$ cat config.mk
export PLATFORM = sky130hd
export DESIGN_NAME = lfsr_stream_stats_flat
export DESIGN_NICKNAME = d
export VERILOG_FILES = /design/src/rtl/lfsr_pkg.sv /design/src/rtl/lfsr_stream_stats_if.sv /design/src/rtl/lfsr_run_tracker.sv /design/src/rtl/lfsr_stream_stats.sv /design/src/flat_wrapper.sv
export SDC_FILE = /design/constraint.sdc
export NUM_CORES = 1
export LEC_CHECK = 0
export BUFFER_PORTS_ARGS = -buffer_cell sky130_fd_sc_hd__buf_4
export CORE_MARGIN = 5
export CORE_UTILIZATION = 40
export DETAILED_ROUTE_END_ITERATION = 8
export PLACE_DENSITY = 0.69
export SYNTH_ARGS = -nofsm -noshare
export SYNTH_HDL_FRONTEND = slang
export SYNTH_HIERARCHICAL = 1
export SYNTH_SLANG_ARGS = --single-unit
$ cat constraint.sdc
create_clock -name clk -period 4.05 [get_ports clk]
set_clock_uncertainty 0.1 [all_clocks]
set_input_delay 0.2025 -clock clk [delete_from_list [all_inputs] [get_ports clk]]
set_output_delay 0.2025 -clock clk [all_outputs]
set_load 0.01 [all_outputs]
$ cat src/rtl/lfsr_pkg.sv
// Shared constants and FSM state type for the LFSR stream statistics block.
package lfsr_pkg;
    localparam int unsigned LFSR_WIDTH = 16;
    localparam int unsigned DEF_CNT_W  = 16;
    localparam int unsigned DEF_WINDOW = 65535;
    localparam int unsigned HIST_BINS  = 8;
    localparam int unsigned HIST_SEL_W = 3;

    typedef enum logic [1:0] {
        IDLE = 2'd0,
        RUN  = 2'd1,
        DONE = 2'd2
    } stats_state_e;
endpackage

$ cat src/rtl/lfsr_stream_stats_if.sv
// Sample stream in, measurement results out; master = stream source, slave = stats block.
interface lfsr_stream_stats_if
    import lfsr_pkg::*;
#(
    parameter int unsigned WIDTH = LFSR_WIDTH,
    parameter int unsigned CNT_W = DEF_CNT_W
);
    logic [WIDTH-1:0]      state_in;
    logic                  bit_in;
    logic                  bit_valid;
    logic                  clear;
    logic [HIST_SEL_W-1:0] hist_sel;
    logic [CNT_W-1:0]      ones_cnt;
    logic [CNT_W-1:0]      zeros_cnt;
    logic [CNT_W-1:0]      longest_one;
    logic [CNT_W-1:0]      longest_zero;
    logic [CNT_W-1:0]      period;
    logic                  done;
    logic                  timeout;
    logic [CNT_W-1:0]      hist_count;

    modport master (
        output state_in, bit_in, bit_valid, clear, hist_sel,
        input  ones_cnt, zeros_cnt, longest_one, longest_zero, period, done, timeout, hist_count
    );

    modport slave (
        input  state_in, bit_in, bit_valid, clear, hist_sel,
        output ones_cnt, zeros_cnt, longest_one, longest_zero, period, done, timeout, hist_count
    );
endinterface

$ cat src/rtl/lfsr_run_tracker.sv
// Tracks the current bit run, the longest 1/0 runs, and flags each run as it closes.
module lfsr_run_tracker
    import lfsr_pkg::*;
#(
    parameter int unsigned CNT_W = DEF_CNT_W
) (
    input  logic             clk,
    input  logic             rst_n,
    input  logic             clear,
    input  logic             start,
    input  logic             step,
    input  logic             bit_in,
    output logic [CNT_W-1:0] longest_one,
    output logic [CNT_W-1:0] longest_zero,
    output logic             close_c,
    output logic [CNT_W-1:0] close_len_c
);
    logic             run_bit;
    logic [CNT_W-1:0] run_len;
    logic [CNT_W-1:0] len_d;

    // A closing run reports its final length in the same cycle the new run starts.
    always_comb begin
        close_c     = step && (bit_in != run_bit);
        close_len_c = run_len;
        len_d       = run_len;
        if (start || close_c) begin
            len_d = CNT_W'(1);
        end else if (step) begin
            len_d = (&run_len) ? run_len : run_len + CNT_W'(1);
        end
    end

    always_ff @(posedge clk or negedge rst_n) begin
        if (!rst_n) begin
            run_bit      <= 1'b0;
            run_len      <= '0;
            longest_one  <= '0;
            longest_zero <= '0;
        end else if (clear) begin
            run_bit      <= 1'b0;
            run_len      <= '0;
            longest_one  <= '0;
            longest_zero <= '0;
        end else if (start || step) begin
            run_bit <= bit_in;
            run_len <= len_d;
            if (bit_in) begin
                longest_one <= (len_d > longest_one) ? len_d : longest_one;
            end else begin
                longest_zero <= (len_d > longest_zero) ? len_d : longest_zero;
            end
        end
    end
endmodule

$ cat src/rtl/lfsr_stream_stats.sv
// Period / bit-balance / run-length statistics over one LFSR period or a bounded window.
// Optional run-length histogram enabled by defining LFSR_STATS_RUN_HIST_EN.
module lfsr_stream_stats
    import lfsr_pkg::*;
#(
    parameter int unsigned WIDTH  = LFSR_WIDTH,
    parameter int unsigned CNT_W  = DEF_CNT_W,
    parameter int unsigned WINDOW = DEF_WINDOW
) (
    input  logic                clk,
    input  logic                reset,
    lfsr_stream_stats_if.slave  bus
);
    stats_state_e     state_q;
    stats_state_e     state_d;
    logic             fire_c;
    logic             start_c;
    logic             match_c;
    logic             step_c;
    logic             win_hit_c;
    logic [WIDTH-1:0] ref_state;
    logic [CNT_W-1:0] sample_cnt;
    logic [CNT_W-1:0] ones_q;
    logic [CNT_W-1:0] zeros_q;
    logic [CNT_W-1:0] period_q;
    logic             done_q;
    logic             timeout_q;
    logic [CNT_W-1:0] longest_one;
    logic [CNT_W-1:0] longest_zero;
    logic             close_c;
    logic [CNT_W-1:0] close_len_c;
    logic [CNT_W-1:0] hist_q;

    function automatic logic [CNT_W-1:0] sat_inc(input logic [CNT_W-1:0] v);
        sat_inc = (&v) ? v : v + CNT_W'(1);
    endfunction

    always_ff @(posedge clk or negedge reset) begin
        if (!reset) begin
            state_q <= IDLE;
        end else begin
            state_q <= state_d;
        end
    end

    always_comb begin
        state_d = state_q;
        if (bus.clear) begin
            state_d = IDLE;
        end else begin
            case (state_q)
                IDLE:    if (bus.bit_valid) state_d = RUN;
                RUN:     if (match_c || win_hit_c) state_d = DONE;
                DONE:    state_d = DONE;
                default: state_d = IDLE;
            endcase
        end
    end

    // Per-sample strobes; clear swallows a coincident sample.
    always_comb begin
        fire_c    = bus.bit_valid && !bus.clear;
        start_c   = 1'b0;
        match_c   = 1'b0;
        step_c    = 1'b0;
        win_hit_c = 1'b0;
        case (state_q)
            IDLE: start_c = fire_c;
            RUN: begin
                match_c   = fire_c && (bus.state_in == ref_state);
                step_c    = fire_c && (bus.state_in != ref_state);
                win_hit_c = step_c && (sample_cnt == CNT_W'(WINDOW - 1));
            end
            default: ;
        endcase
    end

    always_ff @(posedge clk or negedge reset) begin
        if (!reset) begin
            ref_state  <= '0;
            sample_cnt <= '0;
            ones_q     <= '0;
            zeros_q    <= '0;
            period_q   <= '0;
            done_q     <= 1'b0;
            timeout_q  <= 1'b0;
        end else if (bus.clear) begin
            ref_state  <= '0;
            sample_cnt <= '0;
            ones_q     <= '0;
            zeros_q    <= '0;
            period_q   <= '0;
            done_q     <= 1'b0;
            timeout_q  <= 1'b0;
        end else begin
            if (start_c) begin
                ref_state <= bus.state_in;
            end
            if (start_c || step_c) begin
                sample_cnt <= sat_inc(sample_cnt);
                if (bus.bit_in) begin
                    ones_q <= sat_inc(ones_q);
                end else begin
                    zeros_q <= sat_inc(zeros_q);
                end
            end
            if (match_c) begin
                period_q <= sample_cnt;
                done_q   <= 1'b1;
            end
            if (win_hit_c) begin
                timeout_q <= 1'b1;
                done_q    <= 1'b1;
            end
        end
    end

    lfsr_run_tracker #(.CNT_W(CNT_W)) u_run (
        .clk          (clk),
        .rst_n        (reset),
        .clear        (bus.clear),
        .start        (start_c),
        .step         (step_c),
        .bit_in       (bus.bit_in),
        .longest_one  (longest_one),
        .longest_zero (longest_zero),
        .close_c      (close_c),
        .close_len_c  (close_len_c)
    );

`ifdef LFSR_STATS_RUN_HIST_EN
    logic [CNT_W-1:0]      bins [HIST_BINS];
    logic [HIST_SEL_W-1:0] bin_idx_c;

    // Runs of 8 or longer share the last bin.
    always_comb begin
        if (close_len_c >= CNT_W'(HIST_BINS)) begin
            bin_idx_c = HIST_SEL_W'(HIST_BINS - 1);
        end else begin
            bin_idx_c = HIST_SEL_W'(close_len_c - CNT_W'(1));
        end
    end

    always_ff @(posedge clk or negedge reset) begin
        if (!reset) begin
            for (int unsigned i = 0; i < HIST_BINS; i++) bins[i] <= '0;
            hist_q <= '0;
        end else if (bus.clear) begin
            for (int unsigned i = 0; i < HIST_BINS; i++) bins[i] <= '0;
            hist_q <= '0;
        end else begin
            hist_q <= bins[bus.hist_sel];
            if (close_c) begin
                bins[bin_idx_c] <= sat_inc(bins[bin_idx_c]);
            end
        end
    end
`else
    logic unused_hist;
    assign unused_hist = ^{bus.hist_sel, close_c, close_len_c};
    assign hist_q      = '0;
`endif

    assign bus.ones_cnt     = ones_q;
    assign bus.zeros_cnt    = zeros_q;
    assign bus.longest_one  = longest_one;
    assign bus.longest_zero = longest_zero;
    assign bus.period       = period_q;
    assign bus.done         = done_q;
    assign bus.timeout      = timeout_q;
    assign bus.hist_count   = hist_q;
endmodule

$ cat src/flat_wrapper.sv
// flat-port wrapper written by rule: the top's interface ports become plain ports
module lfsr_stream_stats_flat import lfsr_pkg::*;
#(
    parameter int unsigned WIDTH  = LFSR_WIDTH,
    parameter int unsigned CNT_W  = DEF_CNT_W,
    parameter int unsigned WINDOW = DEF_WINDOW
)
  (clk, reset, bus_state_in, bus_bit_in, bus_bit_valid, bus_clear, bus_hist_sel, bus_ones_cnt, bus_zeros_cnt, bus_longest_one, bus_longest_zero, bus_period, bus_done, bus_timeout, bus_hist_count);
  lfsr_stream_stats_if #(.WIDTH(WIDTH), .CNT_W(CNT_W)) bus_i ();
  input  logic clk;
  input  logic reset;
  input wire logic [$bits(bus_i.state_in)-1:0] bus_state_in;
  input wire logic [$bits(bus_i.bit_in)-1:0] bus_bit_in;
  input wire logic [$bits(bus_i.bit_valid)-1:0] bus_bit_valid;
  input wire logic [$bits(bus_i.clear)-1:0] bus_clear;
  input wire logic [$bits(bus_i.hist_sel)-1:0] bus_hist_sel;
  output wire logic [$bits(bus_i.ones_cnt)-1:0] bus_ones_cnt;
  output wire logic [$bits(bus_i.zeros_cnt)-1:0] bus_zeros_cnt;
  output wire logic [$bits(bus_i.longest_one)-1:0] bus_longest_one;
  output wire logic [$bits(bus_i.longest_zero)-1:0] bus_longest_zero;
  output wire logic [$bits(bus_i.period)-1:0] bus_period;
  output wire logic [$bits(bus_i.done)-1:0] bus_done;
  output wire logic [$bits(bus_i.timeout)-1:0] bus_timeout;
  output wire logic [$bits(bus_i.hist_count)-1:0] bus_hist_count;
  assign bus_i.state_in = bus_state_in;
  assign bus_i.bit_in = bus_bit_in;
  assign bus_i.bit_valid = bus_bit_valid;
  assign bus_i.clear = bus_clear;
  assign bus_i.hist_sel = bus_hist_sel;
  assign bus_ones_cnt = bus_i.ones_cnt;
  assign bus_zeros_cnt = bus_i.zeros_cnt;
  assign bus_longest_one = bus_i.longest_one;
  assign bus_longest_zero = bus_i.longest_zero;
  assign bus_period = bus_i.period;
  assign bus_done = bus_i.done;
  assign bus_timeout = bus_i.timeout;
  assign bus_hist_count = bus_i.hist_count;
  lfsr_stream_stats #(.WIDTH(WIDTH), .CNT_W(CNT_W), .WINDOW(WINDOW)) u_core (.clk(clk), .reset(reset), .bus(bus_i));
endmodule
==> impl_metrics.yaml, run 1 <==
sta:
  tightest_slew_ns: 0.726
  hold_violations: 0
  finalCritPeriodShare_pct: 101
  slew_violations: 0
  relSlewSlack_pct: 51.5
  hold_ws_ns: 0.0844
  clock.fmax_mhz: 244
  setup_violations: 6
  min_period_ns: 4.09
  rsz0062_at_grt: "true"
  setup_ws_ns: -0.0407
logic_synthesis:
  synth_top_area_share_pct: 42.9
  syn_inst: 843
  ys_dominant_reg_cell: "dfrtp_1"
  avgSynthCellArea_sq_um: 9.20
  syn_area_sq_um: 7750
  ys_types: 69
  synthTopCellsByArea: "dfrtp_1 (43%), ha_1 (6.5%), nand2_1 (5.2%)"
  synth_async_sr_flop_share_pct: 100
  yosys_warnings: 6
  ys_seq_elements: 133
  synth_edf_count: 0
  ys_seq_area_share_pct: 42.9
  synth_top_area_cell: "dfrtp_1"
floorplan:
  die_w_um: 149
  die_h_um: 149
  placement_rows: 51
  core_sq_um: 19300
  ioPinCount: 122
  start_util_pct: 40.2
  die_area_sq_um: 22300
grt:
  grt_overflow: 0
  top_usage_layer: "met2"
  track_usage_pct: 18.1
  grt_util_met1_pct: 23.0
  grtUsageMet3_pct: 4.13
  grt_max_degree: 76
  antenna_found_initial: 0
  grt_pass1_vias: 6707
  grt_pass1_wl_um: 32700
  grt_use_met2_pct: 30.8
cts:
  cts_made_buffers: 17
  cts_tree: "built"
  path_clk_slew_ns: 0.05
  h-tree-depth: 4
  clk_latency_ns: 0.42
  cts.sinks: 133
  clockBufferDepth: 2
  cts_root_buf: "clkbuf_16"
drt:
  ant_nets: 0
  first_iter_violations: 411
  wl_per_cell_um: 15.8
  dr.pass1.iters: 5
  totalWireLength_um: 20100
  drcViolationCount: 0
  num_vias: 6720
  vias_per_cell: 5.29
critical_path:
  crit_required_ns: 4.25
  critPathMaxFanout: 7
  cp-start-kind: "flop"
  arrival_ns: 4.29
  path_class: "flop to flop"
  crit_path_end_kind: "flop"
power:
  power.total_mw: 3.66
  max-vdd-ir-drop_mv: 0.317
  power_density_nw_per_um2: 360
  p_leak_nw: 4.74
place:
  dp_hpwl_um: 13600
  place_area_sq_um: 8960
  place.gp.congestion: 0.867
  portBuffers: 102
cells_and_area:
  final_nets: 1061
  drive_gt1_share_pct: 26.8
  areaGrowthSynthToFinish_pct: 31.0
  antennaDiodeCount: 0
  final_area_sq_um: 10200
status:
  status: "finished, violations left"
  violations: "negative setup slack"
hold_path:
  hold_class: "input port to flop"
job:
  maxCapViolCount: 0
[registers in the layout, indices dropped and copies added, names as in the netlist]
register / count
u_core/bus.done: 1
u_core/bus.ones_cnt: 16
u_core/bus.period: 16
u_core/bus.timeout: 1
u_core/bus.zeros_cnt: 16
u_core/ref_state: 16
u_core/sample_cnt: 16
u_core/state_q: 2
u_core/u_run/close_len_c: 16
u_core/u_run/longest_one: 16
u_core/u_run/longest_zero: 16
u_core/u_run/run_bit: 1
[what timing repair did]
item	CTS	global route
hold buffers	18	0
resized for setup	32	44
pin swaps	17	27
setup buffers	8	8
cloned	1	0
endpoints found under the hold margin	90	0
setup endpoints to repair	25	31
[layer usage]
layer,up-vias,share of wire (%),wire length (um)
met5,-,0,0
met4,0,1.6,327
met3,30,4.0,801
met2,139,50,10000
met1,3300,45,8970
li1,3251,-,-
[final timing paths]
check | slack, ns | cells past startpoint | to | start
max in group asynchronous | 2.68 | 3 | u_core/bus.period[12] | reset
min in group asynchronous | 0.28 | 2 | u_core/u_run/longest_one[13] | reset
hold reg to reg | 0.40 | 2 | u_core/bus.timeout | u_core/bus.timeout
setup / recovery | -0.04 | 20 | u_core/u_run/longest_zero[8] | u_core/ref_state[5]
hold / removal | 0.08 | 3 | u_core/ref_state[5] | bus_state_in[5]
setup reg to reg | -0.04 | 20 | u_core/u_run/longest_zero[8] | u_core/ref_state[5]
[Yosys cell counts (all sizes together), types with 2 or more instances]
| library cell | count |
|---|---|
| a211oi | 5 |
| mux2i | 12 |
| clkbuf | 22 |
| nor2b | 16 |
| o31ai | 17 |
| dfrtp | 133 |
| inv | 46 |
| a31oi | 4 |
| nand2b | 13 |
| or4 | 11 |
| o31a | 2 |
| or3 | 20 |
| nor3 | 7 |
| nand3 | 51 |
| nand2 | 107 |
| a31o | 2 |
| mux2 | 25 |
| xor2 | 6 |
| o21ai | 44 |
| xnor2 | 20 |
| nor4 | 9 |
| or2 | 5 |
| ha | 40 |
| o21a | 4 |
| buf | 32 |
| nor2 | 62 |
| nand3b | 4 |
| and3 | 7 |
| and2 | 8 |
| nand4 | 27 |
| and4 | 9 |
| a41oi | 3 |
| o211ai | 3 |
| a221o | 3 |
| a21o | 5 |
| a21oi | 45 |
[cell type report]
type	instances	area, sq um
Clock buffer	24	512
Clock inverter	4	70.1
Fill cell	1777	9110
Inverter	47	176
Multi-Input combinational cell	624	4320
Sequential cell	133	3330
Tap cell	265	332
Timing Repair Buffer	174	1420
[report_power, final]
group / switching (mW) / internal, mW
sequential: 0.0812 / 1.40
clock: 0.544 / 0.989
combinational: 0.370 / 0.271
[cells in the final DEF (no fill, tap or decap), types with 8 or more instances in the layout]
cell type | Yosys | layout
a21oi_1 | 45 | 42
buf_4 | 21 | 146
clkbuf_16 | 0 | 17
conb_1 | 1 | 16
dfrtp_1 | 133 | 133
dlygate4sd3_1 | 0 | 17
ha_1 | 40 | 35
inv_1 | 46 | 46
mux2_2 | 18 | 8
mux2_4 | 1 | 12
mux2i_1 | 12 | 10
nand2_1 | 107 | 105
nand2b_1 | 12 | 12
nand3_1 | 49 | 48
nand4_1 | 24 | 24
nor2_1 | 60 | 52
nor2_2 | 2 | 9
nor2b_1 | 16 | 11
o21ai_0 | 31 | 29
o21ai_1 | 12 | 14
o31ai_1 | 17 | 13
or3_1 | 20 | 20
or4_1 | 11 | 11
xnor2_1 | 20 | 16
[worst max-delay path: stages (launching register included)]
cell and delay [ns]:
dfrtp_1 0.40, xnor2_2 0.15, nand4_1 0.17, nor4_4 0.37, nor2_2 0.07, and4_1 0.19, and2_4 0.18, buf_6 0.12
nand4_1 0.15, xor2_2 0.19, nor2_2 0.06, ha_1 0.30, nand4_1 0.16, nor4_2 0.32, buf_4 0.17, a21boi_2 0.14
o31a_1 0.22, buf_12 0.16, buf_12 0.13, nor3_4 0.04, a21o_1 0.17
[cells by family after synthesis]
group           after synthesis  synth area share, %
compound gates              146                 11.9
xor+xnor                     26                 2.94
fa+ha+maj                    40                 6.45
buf+inv                     101                 6.45
flops                       133                 42.9
mux                          37                 5.23
other cells                   1               0.0484
simple gates                359                 24.0
[stage by stage]
stage          worst slack [ns]  setup TNS [ns]  utilization [%]  instances
5_1_grt                  -0.249           -3.15             52.7       1271
6_report                -0.0407          -0.112             52.7       1271
2_1_floorplan           0.00468               0                -        858
3_5_place_dp             -0.100           -1.08             46.5       1215
4_1_cts                 -0.0470          -0.300             51.6       1270
3_3_place_gp            -0.0338          -0.160             46.5       1215
No activity file was read; power rests on OpenSTA's default activity.
==> inputs of run 2 (changes only) <==
ABC_CLOCK_PERIOD_IN_PS = 4050   (was unset)
CORE_UTILIZATION = 52   (was 40)
PLACE_DENSITY = 0.84   (was 0.69)
==> run 2 against run 1 <==
Compared with the run above:
- critical path type unchanged
- the flow still finishes with violations (negative setup slack)
- fmax fell by 5.1%
- clock-buffer cell count fell by 3
- worst hold slack got worse by 0.061 ns
- largest power group is now sequential cells
- sequential power barely moved
==> impl_metrics.yaml, run 2 (synthesis results as in run 1) <==
critical_path:
  cp-start-kind: "flop"
  cpMaxStageDelayCell: "nor4_2"
  crit_required_ns: 4.27
  path_class: "flop to flop"
  path_cells: "xnor2_1, nand4_1, nor4_4, nor2_2, and4_1, and2_4, nand4_2, mux2_4, nor2b_4, ha_4, nand4_1, nor4_2, a21boi_2, o31a_1, buf_6, buf_6, buf_8, nand3_4, o31ai_2"
  slowest_delay_ns: 0.43
  arrival_ns: 4.53
  critPathMaxFanout: 5
  crit_path_end_kind: "flop"
cts:
  cts_made_buffers: 17
  clockBufferDepth: 2
  cts_root_buf: "clkbuf_16"
  cts.sinks: 133
  clk_latency_ns: 0.41
  cts_tree: "built"
  h-tree-depth: 4
  path_clk_slew_ns: 0.06
drt:
  totalWireLength_um: 21300
  first_iter_violations: 667
  num_vias: 7079
  dr.pass1.iters: 5
  drcViolationCount: 0
  vias_per_cell: 5.91
  ant_nets: 0
  wl_per_cell_um: 17.8
floorplan:
  die_area_sq_um: 17500
  ioPinCount: 122
  die_h_um: 132
  placement_rows: 44
  core_sq_um: 14600
  die_w_um: 132
  start_util_pct: 53.2
cells_and_area:
  fin_util_pct: 68.5
  areaGrowthSynthToFinish_pct: 28.8
  layoutNonFillerInstCount: 1197
  drive_gt1_share_pct: 26.1
  fillers: 1049
  final_nets: 1064
  layout_common_cells: "buf_4 (146), dfrtp_1 (133), nand2_1 (106)"
  antennaDiodeCount: 0
  mostFrequentLayoutCell: "buf_4"
grt:
  grt_pass1_vias: 6877
  grt_overflow: 0
  antenna_found_initial: 0
  track_usage_pct: 23.0
  grt_max_degree: 109
  grt_pass1_wl_um: 33500
sta:
  finalCritPeriodShare_pct: 106
  hold_violations: 0
  tns_ns: -4.53
  slew_violations: 0
  setup_ws_ns: -0.262
  rsz0062_at_grt: "true"
  tightest_slew_ns: 1.01
  min_period_ns: 4.31
  setup_violations: 27
  relSlewSlack_pct: 32.4
  clock.fmax_mhz: 232
status:
  violations: "negative setup slack"
  status: "finished, violations left"
place:
  portBuffers: 102
  place.gp.congestion: 0.837
  dp.cells: 1127
  dp_hpwl_um: 13000
  pre_cts_slack_ns: -0.302
power:
  max-vdd-ir-drop_mv: 0.303
  power_density_nw_per_um2: 364
  p_leak_nw: 4.67
job:
  maxCapViolCount: 0
hold_path:
  hold_class: "input port to flop"
## run 2: layout make-up
class                      count  area, sq um  area share, %
tap                          184          230           2.31
inverter                      47          176           1.77
timing repair buffer         177         1470           14.8
multi-input combinational    624         4210           42.1
clock inverter                11          101           1.01
sequential                   133         3330           33.3
clock buffer                  21          470           4.71
## run 2: report_power, final
group,switching (mW),internal (mW)
Sequential,0.0799,1.40
Combinational,0.377,0.293
Clock,0.590,0.893
Total,1.05,2.59
## run 2: critical path, delay by kind of cell (launching register included)
family	cells	cell delay, ns
compound gates	3	0.56
xor+xnor	1	0.15
fa+ha+maj	1	0.27
buf+inv	3	0.38
flops	1	0.39
mux	1	0.32
simple gates	10	2.02
## run 2: routing by layer
layer / part of all wire, % / vias to the layer above / GRT usage, %
met5: 0 / - / 0
met4: 3.3 / 0 / 8.97
met3: 5.9 / 64 / 4.92
met2: 48 / 302 / 37.6
met1: 42 / 3445 / 30.1
li1: - / 3268 / -
## run 2: metrics by stage
step                instance area, sq um  hold slack (ns)  power, mW
finish                              9990           0.0230       3.63
detailed placement                  8790            0.305       2.06
global route                        9990           0.0568       3.79
floorplan                           7810           -0.193       1.87
CTS                                 9820           0.0120       3.61
global placement                    8790            0.306       2.04
## run 2: final timing paths
check,slack [ns],cells after the start,end,start
max,-0.26,19,u_core/u_run/longest_zero[10],u_core/ref_state[10]
min in group asynchronous,0.40,2,u_core/u_run/longest_one[11],reset
max reg2reg,-0.26,19,u_core/u_run/longest_zero[10],u_core/ref_state[10]
min reg2reg,0.40,2,u_core/bus.done,u_core/bus.done
min,0.02,3,u_core/bus.done,bus_bit_valid
max in group asynchronous,2.48,3,u_core/bus.period[5],reset
## run 2: repair_timing
item | in CTS | in global routing
hold buffers | 17 | 0
gates cloned | 2 | 1
endpoints found under the hold margin | 123 | 0
setup endpoints to repair | 32 | 32
pin swaps | 9 | 21
setup buffers | 12 | 9
resized for setup | 31 | 33
==> inputs of run 3 (changes only) <==
CELL_PAD_IN_SITES_DETAIL_PLACEMENT = 1   (was unset)
CELL_PAD_IN_SITES_GLOBAL_PLACEMENT = 1   (was unset)
CORE_UTILIZATION = 40   (was 52)
PLACE_DENSITY = 0.85   (was 0.84)
==> run 3 against run 2 <==
Compared with the run above:
- the flow still finishes with violations (negative setup slack)
- sequential share of layout area fell by 1.1 points
- sequential power barely moved
- die area rose by 28%
- largest cell class unchanged
- power rose by 1.1%
- core utilization fell by 15 points
- non-clock buffer count rose by 16
- fmax fell by 3.0%
- first-iteration DRC count fell by 39%
- critical path depth rose by 2
- combinational power rose by 2%
- via count rose by 2.0%
- clock-buffer cell count fell by 1
- critical path type is now input port to flop
==> impl_metrics.yaml, run 3 (synthesis results as in run 1) <==
grt:
  track_usage_pct: 22.6
  grt_max_degree: 85
  antenna_found_initial: 0
  grt_overflow: 0
  grt_pass1_wl_um: 40200
  grt_pass1_vias: 7809
drt:
  first_iter_violations: 409
  totalWireLength_um: 26000
  ant_nets: 0
  num_vias: 7219
  vias_per_cell: 5.58
  drcViolationCount: 0
  wl_per_cell_um: 20.1
  dr.pass1.iters: 5
floorplan:
  die_w_um: 149
  die_h_um: 149
  start_util_pct: 40.2
  placement_rows: 51
  die_area_sq_um: 22300
  ioPinCount: 122
  core_sq_um: 19300
place:
  dp_hpwl_um: 15900
  place.gp.congestion: 0.839
  portBuffers: 102
  place_area_sq_um: 8980
  pre_cts_slack_ns: -0.178
  dp.cells: 1218
cts:
  clk_latency_ns: 0.43
  cts.sinks: 133
  h-tree-depth: 4
  clockBufferDepth: 2
  path_clk_slew_ns: 0.06
  cts_root_buf: "clkbuf_16"
  cts_made_buffers: 17
  cts_tree: "built"
power:
  max-vdd-ir-drop_mv: 0.286
  power_density_nw_per_um2: 355
  p_leak_nw: 4.78
critical_path:
  critPathMaxFanout: 7
  crit_path_end_kind: "flop"
  arrival_ns: 4.65
  path_class: "input port to flop"
  crit_required_ns: 4.26
  cp-start-kind: "input port"
cells_and_area:
  fin_util_pct: 53.6
  final_area_sq_um: 10300
  areaGrowthSynthToFinish_pct: 33.3
  layoutNonFillerInstCount: 1294
  antennaDiodeCount: 0
  final_nets: 1080
  fillers: 2223
  layout_common_cells: "buf_4 (161), dfrtp_1 (133), nand2_1 (104)"
  drive_gt1_share_pct: 29.4
  mostFrequentLayoutCell: "buf_4"
sta:
  rsz0062_at_grt: "true"
  min_period_ns: 4.44
  clock.fmax_mhz: 225
  hold_violations: 0
  slew_violations: 0
  relSlewSlack_pct: 33.7
  setup_ws_ns: -0.395
  setup_violations: 32
  finalCritPeriodShare_pct: 110
  tightest_slew_ns: 0.993
job:
  maxCapViolCount: 0
hold_path:
  hold_class: "input port to flop"
status:
  status: "finished, violations left"
  violations: "negative setup slack"
==> run 3: timing repair <==
item,CTS,global route
gates resized for setup,61,32
pin swaps,22,17
hold buffers,17,0
hold endpoints to repair,98,0
buffers inserted,20,8
cloned,1,1
setup endpoints to repair,32,32
==> run 3: path summary, 6_finish.rpt <==
| path | from | end | slack (ns) | cells after the start |
|---|---|---|---|---|
| min in group asynchronous | reset | u_core/u_run/close_len_c[15] | 0.28 | 2 |
| hold reg to reg | u_core/ref_state[8] | u_core/ref_state[8] | 0.43 | 2 |
| max in group asynchronous | reset | u_core/bus.ones_cnt[6] | 2.60 | 3 |
| hold / removal | bus_bit_valid | u_core/bus.done | 0.03 | 3 |
| setup / recovery | bus_state_in[11] | u_core/u_run/longest_one[10] | -0.39 | 21 |
| setup reg to reg | u_core/ref_state[14] | u_core/u_run/longest_one[10] | -0.38 | 19 |
==> run 3: report_power, final <==
group	leakage, nW	internal, mW	total (mW)	switching (mW)
registers	1.84	1.40	1.49	0.0860
clock network	0.268	0.874	1.51	0.633
logic	2.67	0.278	0.682	0.404
total	4.78	2.55	3.67	1.12
==> run 3: metrics by stage <==
step / power [mW] / TNS, ns / hold slack (ns)
CTS: 3.65 / -0.765 / 0.0248
detailed placement: 2.10 / -3.65 / 0.214
global route: 3.84 / -13.96 / 0.0730
floorplan: 1.87 / 0 / -0.193
global placement: 2.07 / -0.208 / 0.219
finish: 3.67 / -10.08 / 0.0319
==> run 3: worst max-delay path, cell delays in order <==
cell,delay (ns)
dlygate4sd3_1,0.54
buf_4,0.14
xnor2_1,0.15
nand4_1,0.15
nor4_2,0.40
nor2_1,0.13
and4_1,0.19
and2_4,0.18
buf_12,0.13
nand4_1,0.12
xor2_1,0.20
nor2_1,0.09
ha_1,0.33
nand4_1,0.24
nor4_2,0.39
buf_4,0.18
a221o_1,0.20
o21ai_4,0.08
buf_6,0.15
buf_12,0.13
mux2_4,0.29
==> run 3: layout make-up <==
cell class | count | area (sq um) | share of cell area (%)
flip-flops and latches | 133 | 3330 | 32.2
clock inverters | 12 | 106 | 1.03
repair buffers | 193 | 1580 | 15.2
multi-input cells | 624 | 4360 | 42.2
well taps | 265 | 332 | 3.21
clock buffers | 20 | 457 | 4.42
inverters | 47 | 176 | 1.71
==> run 3: routing by layer <==
metal	wire length, um	part of all wire (%)	GRT usage [%]
met4	814	3.1	8.42
met3	1050	4.1	4.47
met5	0	0	0
met2	13700	53	40.9
met1	10400	40	26.3
